--- config.mk ---
export PLATFORM = sky130hd
export DESIGN_NAME = grant_priority_updater_flat
export DESIGN_NICKNAME = d
export VERILOG_FILES = /design/src/rtl/grant_priority_updater_if.sv /design/src/rtl/grant_priority_updater.sv /design/src/flat_wrapper.sv
export SDC_FILE = /design/constraint.sdc
export NUM_CORES = 1
export LEC_CHECK = 0
export CORE_AREA = 5 5 42 44
export CTS_BUF_LIST = sky130_fd_sc_hd__clkbuf_4
export CTS_CLUSTER_DIAMETER = 30
export DETAILED_ROUTE_END_ITERATION = 8
export DIE_AREA = 0 0 47 49
export GPL_TIMING_DRIVEN = 0
export PLACE_DENSITY = 0.51
export SETUP_SLACK_MARGIN = 0.02
export SYNTH_ARGS = -nofsm -noshare
export SYNTH_HDL_FRONTEND = slang
export SYNTH_SLANG_ARGS = --single-unit
--- constraint.sdc ---
create_clock -name clk -period 1.9 [get_ports clk]
set_input_delay 0.38 -clock clk [delete_from_list [all_inputs] [get_ports clk]]
set_output_delay 0.38 -clock clk [all_outputs]
set_load 0.005 [all_outputs]
--- src/rtl/grant_priority_updater_if.sv ---
// Bundle between the grant-number generator / downstream and the priority updater.
// The master drives requests and handshake; the slave returns the priority order and grant.
interface grant_priority_updater_if #(
    parameter int CANDIDATE = 2
);
    localparam int IW = (CANDIDATE > 1) ? $clog2(CANDIDATE) : 1;

    logic [CANDIDATE-1:0] request_vec;
    logic [IW-1:0]        grant_number;
    logic                 grant_accept;
    logic                 grant_last;
    logic [IW-1:0]        priority_array [0:CANDIDATE-1];
    logic                 grant_valid;
    logic [IW-1:0]        grant_id;
    logic [CANDIDATE-1:0] grant_onehot;
    logic                 locked;

    modport master (
        output request_vec, grant_number, grant_accept, grant_last,
        input  priority_array, grant_valid, grant_id, grant_onehot, locked
    );

    modport slave (
        input  request_vec, grant_number, grant_accept, grant_last,
        output priority_array, grant_valid, grant_id, grant_onehot, locked
    );
endinterface

--- src/rtl/grant_priority_updater.sv ---
// Keeps the LRU priority order for one crossbar output, maps grant_number to a requester,
// holds the grant across multi-beat transfers and demotes the served requester on its last beat.
module grant_priority_updater #(
    parameter int CANDIDATE = 2
) (
    input  logic clk,
    input  logic rst,
    grant_priority_updater_if.slave bus
);
    localparam int IW = (CANDIDATE > 1) ? $clog2(CANDIDATE) : 1;
    localparam logic [IW:0] LAST_POS = (IW+1)'(CANDIDATE - 1);

    typedef enum logic {
        ST_UNLOCKED = 1'b0,
        ST_LOCKED   = 1'b1
    } state_t;

    state_t               state_q, state_d;
    logic [IW-1:0]        locked_id_q, locked_id_d;
    logic [IW-1:0]        prio_q [0:CANDIDATE-1];
    logic [IW-1:0]        prio_d [0:CANDIDATE-1];

    logic                 number_in_range;
    logic [IW-1:0]        grant_id;
    logic                 grant_valid;
    logic                 do_rotate;
    logic [IW-1:0]        rot_pos;
    logic [IW-1:0]        locked_pos;
    logic [CANDIDATE-1:0] locked_match;

    // Non-power-of-2 requester counts leave grant_number codes with no array slot.
    assign number_in_range = ({1'b0, bus.grant_number} <= LAST_POS);

    always_comb begin
        locked_pos = '0;
        for (int i = 0; i < CANDIDATE; i++) begin
            if (locked_match[i]) begin
                locked_pos = IW'(i);
            end
        end
    end

    always_comb begin
        state_d     = state_q;
        locked_id_d = locked_id_q;
        do_rotate   = 1'b0;
        grant_id    = '0;
        grant_valid = 1'b0;
        rot_pos     = bus.grant_number;
        case (state_q)
            ST_UNLOCKED: begin
                if (number_in_range) begin
                    grant_id    = prio_q[bus.grant_number];
                    grant_valid = |bus.request_vec;
                end
                if (grant_valid && bus.grant_accept) begin
                    if (bus.grant_last) begin
                        do_rotate = 1'b1;
                    end else begin
                        state_d     = ST_LOCKED;
                        locked_id_d = grant_id;
                    end
                end
            end
            ST_LOCKED: begin
                grant_id    = locked_id_q;
                grant_valid = bus.request_vec[locked_id_q];
                rot_pos     = locked_pos;
                if (grant_valid && bus.grant_accept && bus.grant_last) begin
                    do_rotate = 1'b1;
                    state_d   = ST_UNLOCKED;
                end
            end
            default: begin
                state_d = ST_UNLOCKED;
            end
        endcase
    end

    // Entries at or behind the served position slide up by one; the served ID goes last.
    genvar gi;
    generate
        for (gi = 0; gi < CANDIDATE; gi++) begin : g_slot
            localparam logic [IW:0] POS = (IW+1)'(gi);
            logic [IW-1:0] shifted;

            if (gi == CANDIDATE - 1) begin : g_tail
                assign shifted = grant_id;
            end else begin : g_body
                assign shifted = prio_q[gi+1];
            end

            assign prio_d[gi]              = (do_rotate && (POS >= {1'b0, rot_pos})) ? shifted : prio_q[gi];
            assign locked_match[gi]        = (prio_q[gi] == locked_id_q);
            assign bus.priority_array[gi]  = prio_q[gi];
            assign bus.grant_onehot[gi]    = grant_valid && (grant_id == IW'(gi));
        end
    endgenerate

    always_ff @(posedge clk or posedge rst) begin
        if (rst) begin
            state_q     <= ST_UNLOCKED;
            locked_id_q <= '0;
            for (int i = 0; i < CANDIDATE; i++) begin
                prio_q[i] <= IW'(i);
            end
        end else begin
            state_q     <= state_d;
            locked_id_q <= locked_id_d;
            for (int i = 0; i < CANDIDATE; i++) begin
                prio_q[i] <= prio_d[i];
            end
        end
    end

    assign bus.grant_valid = grant_valid;
    assign bus.grant_id    = grant_id;
    assign bus.locked      = (state_q == ST_LOCKED);

endmodule

--- src/flat_wrapper.sv ---
// flat-port wrapper written by rule: the top's interface ports become plain ports
module grant_priority_updater_flat 
#(
    parameter int CANDIDATE = 2
)
  (clk, rst, bus_request_vec, bus_grant_number, bus_grant_accept, bus_grant_last, bus_priority_array, bus_grant_valid, bus_grant_id, bus_grant_onehot, bus_locked);
  grant_priority_updater_if #(.CANDIDATE(CANDIDATE)) bus_i ();
  input  logic clk;
  input  logic rst;
  input wire logic [$bits(bus_i.request_vec)-1:0] bus_request_vec;
  input wire logic [$bits(bus_i.grant_number)-1:0] bus_grant_number;
  input wire logic [$bits(bus_i.grant_accept)-1:0] bus_grant_accept;
  input wire logic [$bits(bus_i.grant_last)-1:0] bus_grant_last;
  output wire logic [$bits(bus_i.priority_array)-1:0] bus_priority_array;
  output wire logic [$bits(bus_i.grant_valid)-1:0] bus_grant_valid;
  output wire logic [$bits(bus_i.grant_id)-1:0] bus_grant_id;
  output wire logic [$bits(bus_i.grant_onehot)-1:0] bus_grant_onehot;
  output wire logic [$bits(bus_i.locked)-1:0] bus_locked;
  assign bus_i.request_vec = bus_request_vec;
  assign bus_i.grant_number = bus_grant_number;
  assign bus_i.grant_accept = bus_grant_accept;
  assign bus_i.grant_last = bus_grant_last;
  assign bus_priority_array = {>>{bus_i.priority_array}};
  assign bus_grant_valid = bus_i.grant_valid;
  assign bus_grant_id = bus_i.grant_id;
  assign bus_grant_onehot = bus_i.grant_onehot;
  assign bus_locked = bus_i.locked;
  grant_priority_updater #(.CANDIDATE(CANDIDATE)) u_core (.clk(clk), .rst(rst), .bus(bus_i));
endmodule
==> results_tabular.tex <==
\begin{tabular}{lr}
\hline
Metric & Value \\
\hline
\multicolumn{2}{l}{\textbf{Global routing}} \\
All-Layer GR Usage & under 10\% \\
Vias in the first global route & roughly 310 \\
Number of antenna violations at the first check in global routing & 0 \\
Pin count of the biggest net entering global routing & 8 \\
GRT Residual Overflow & 0 \\
Global-route wire length before repair & roughly 1300 um \\
\multicolumn{2}{l}{\textbf{Timing}} \\
Number of slew-limit violations in the final report & 0 \\
Final clock period utilization by the worst path & 94.2\% \\
Final hold vios & 0 \\
Final count of negative-setup-slack endpoints & 0 \\
Setup clock skew after layout & 4.27 ps \\
Unrepaired setup endpoints after global routing & false \\
Shortest clock period the worst path allows after layout & 1790 ps \\
Fmax & 559 MHz \\
Setup Total Neg Slack & 0 ps \\
Slack of the critical path & 110 ps \\
Slew at the pin closest to its max-slew limit & 273 ps \\
Slew Limit Headroom & 81.3\% \\
\multicolumn{2}{l}{\textbf{Route}} \\
Average routed wire per standard cell & 10.5 um \\
DRC viols & 0 \\
Post-Route WL & about 750 um \\
Vias per Instance & 4.51 \\
Iteration-0 DRC Markers & 2 \\
Number of vias after detailed routing & 325 \\
Router iterations before antenna repair & 2 \\
Post-DRT Antenna Nets & 0 \\
\multicolumn{2}{l}{\textbf{Placed design}} \\
Placed wire-length estimate after detailed placement & 558 um \\
IO buf count & 13 \\
Placed cell area & between 400 and 500 sq um \\
Placer congestion estimate & 0.656 \\
Place WS & -652 ps \\
\multicolumn{2}{l}{\textbf{Synthesis}} \\
Synth cell count leaders & sky130\_fd\_sc\_hd\_\_dfrtp\_1 (3), sky130\_fd\_sc\_hd\_\_inv\_1 (3), sky130\_fd\_sc\_hd\_\_mux2\_2 (3) \\
Number of instances in the synthesized netlist & 33 \\
Biggest area consumer among synthesized cells & sky130\_fd\_sc\_hd\_\_dfrtp\_1 \\
Number of warnings reported in the yosys synthesis log & 0 \\
Cell area after synthesis & 309 sq um \\
Ys async rst share & between 90\% and 100\% \\
Synth area leaders & sky130\_fd\_sc\_hd\_\_dfrtp\_1 (24\%), sky130\_fd\_sc\_hd\_\_mux2\_2 (11\%), sky130\_fd\_sc\_hd\_\_dfstp\_2 (8.5\%), sky130\_fd\_sc\_hd\_\_mux2\_4 (4.9\%), sky130\_fd\_sc\_hd\_\_o211ai\_1 (4.9\%) \\
Synthesized Nets & 40 \\
Number of unique standard cell types used by synthesis & 23 \\
Register area share after synthesis & about 33\% \\
Number of synthesized flops with an enable pin & 0 \\
Fraction of synthesized cell area taken by the top area cell type & 24.3\% \\
Main flop type after synthesis & sky130\_fd\_sc\_hd\_\_dfrtp\_1 \\
Avg Inst Size Synth & 9.37 sq um \\
Number of register bits inferred by synthesis & 4 \\
\multicolumn{2}{l}{\textbf{Setup path}} \\
Max stage delay on crit path & 350 ps \\
Element type at the critical path start & flop \\
Required time of the critical path & 1520 ps \\
Worst setup EP type & output port \\
Classification of the worst setup path & flop to output port \\
Cell at the slowest stage of the critical path & sky130\_fd\_sc\_hd\_\_dfrtp\_1 \\
Critical path, cell by cell & buf\_6 > or2b\_1 > a21oi\_2 > nor2\_1 > dlygate4sd2\_1 \\
Maximum fanout count along the critical path & 3 \\
Worst EP arrival & 1410 ps \\
\multicolumn{2}{l}{\textbf{Clocking}} \\
Cts-stage hold buffer count & 0 \\
Num CTS Buffers & 3 \\
Clock-pin transition on the worst setup and hold timing paths & 40 ps \\
Max Root-Sink Buffers & 2 \\
CTS tree & built \\
Clock insertion delay at the later pin of the skew report & 230 ps \\
Sink count of the clock tree & 4 \\
H-tree levels & 1 \\
Clock tree root driver cell & sky130\_fd\_sc\_hd\_\_clkbuf\_4 \\
\multicolumn{2}{l}{\textbf{Floorplan}} \\
Effective utilization at floorplan & between 20\% and 30\% \\
Height of the chip & a little under 50 um \\
Area of the core & approximately 0.0014 sq mm \\
Die area & 0.00230 sq mm \\
Cell Rows & 14 \\
Boundary pin count & 14 \\
Die W & 47 um \\
\multicolumn{2}{l}{\textbf{Pwr}} \\
Part of the power in registers & 24.3\% \\
Worst IR drop on VDD & roughly 0.45 mV \\
Sw frac & 30.4\% \\
Combinational share of power & between 50\% and 60\% \\
P\_leak & $\sim$0.24 nW \\
Power share of the clock group & 20.9\% \\
Total power density per cell area & 1140 mW/mm\^{}2 \\
Switching power & 187 uW \\
Cell internal pwr & 429 uW \\
\multicolumn{2}{l}{\textbf{Layout}} \\
Layout overhead on the synthesized area & 74.5\% \\
Count of fill cells added during filler insertion & $\sim$160 \\
Layout cell share with drive strength beyond 1 & 42.9\% \\
Final net count & 64 \\
ANT cells & 0 \\
Layout Cell Area excl Fill & 539 sq um \\
\multicolumn{2}{l}{\textbf{Run status}} \\
Status & finished clean \\
\multicolumn{2}{l}{\textbf{Hold path}} \\
Worst hold path type & input port to asynchronous set/reset pin \\
\multicolumn{2}{l}{\textbf{Job}} \\
Number of maximum-capacitance violations & 0 \\
\hline
\end{tabular}
## cell families after synthesis
kind of cell	Yosys count	synth area share, %
multiplexers	5	19.0
AO/OA/AOI/OAI	9	20.6
buffers and inverters	5	9.72
flip-flops	4	32.8
AND/OR/NAND/NOR	10	17.8
## registers in the layout, summed over array words and instances, names as in the netlist
name	count
u_core.g_slot.shifted	1
u_core.bus.priority_array	1
u_core.locked_id_q	1
u_core.bus.locked	1
## layout make-up
class / count / area (sq um) / area share, %
inverters: 3 / 11.3 / 2.09
well taps: 16 / 20.0 / 3.71
plain buffers: 2 / 18.8 / 3.48
clock buffers: 4 / 30.0 / 5.57
flip-flops and latches: 4 / 101 / 18.8
repair buffers: 19 / 163 / 30.2
multi-input cells: 24 / 195 / 36.2
## metal layers
layer	routed length (um)	up-vias	GRT usage, %
li1	-	165	-
met1	367	142	10.2
met2	302	16	9.50
met3	70	2	5.90
met4	14	0	5.53
met5	0	-	0
## power groups by stage
stage / registers [mW] / logic, mW / clock network (mW)
4_1_cts: 0.150 / 0.335 / 0.136
5_1_grt: 0.152 / 0.366 / 0.143
2_1_floorplan: 0.147 / 0.167 / 0
3_5_place_dp: 0.156 / 0.296 / 0
6_report: 0.150 / 0.338 / 0.128
3_3_place_gp: 0.155 / 0.300 / 0
## critical path: cells and delay by family (launching register included)
| kind | cells | cell delay (ps) |
|---|---|---|
| compound gates | 1 | 150 |
| buf+inv | 2 | 370 |
| flops | 1 | 350 |
| simple gates | 2 | 310 |
## path summary, 6_finish.rpt
path                                    start                      endpoint  slack [ps]  cells after the start
max                         u_core.bus.locked               bus_grant_valid         110                      5
min                                       rst            u_core.locked_id_q         320                      2
max reg2reg                 u_core.bus.locked  u_core.bus.priority_array[1]         430                      5
min reg2reg                u_core.locked_id_q            u_core.locked_id_q         620                      1
max in group asynchronous                 rst      u_core.g_slot[0].shifted        1350                      2
min in group clk           u_core.locked_id_q            u_core.locked_id_q         620                      1
## stage by stage
stage / utilization [%] / power [mW] / std cells / hold WS (ps)
after global placement: 32.8 / 0.455 / 62 / 574
after floorplan: - / 0.314 / 33 / 145
after global routing: 38.5 / 0.661 / 72 / 359
after CTS: 37.9 / 0.621 / 71 / 321
after detailed placement: 32.8 / 0.452 / 62 / 578
final: 38.5 / 0.616 / 72 / 323
## timing repair
item                       CTS  global route
resized for setup           18             0
setup endpoints to repair    4             1
cloned                       0             0
buffers inserted             5             1
pin swaps                    3             0
## cell usage in the layout, fill, tap and decap left out, drive strengths merged, types with 2 or more instances in the layout
cell type	netlist	routed
dfrtp	3	3
clkbuf	0	4
clkdlybuf4s50	0	7
buf	2	10
dlygate4sd2	0	3
nor2	2	2
inv	3	3
mux2	4	4
nor3	2	2
o211ai	2	2
a21oi	2	2
Note: power is estimated with default switching activity, not from simulation.
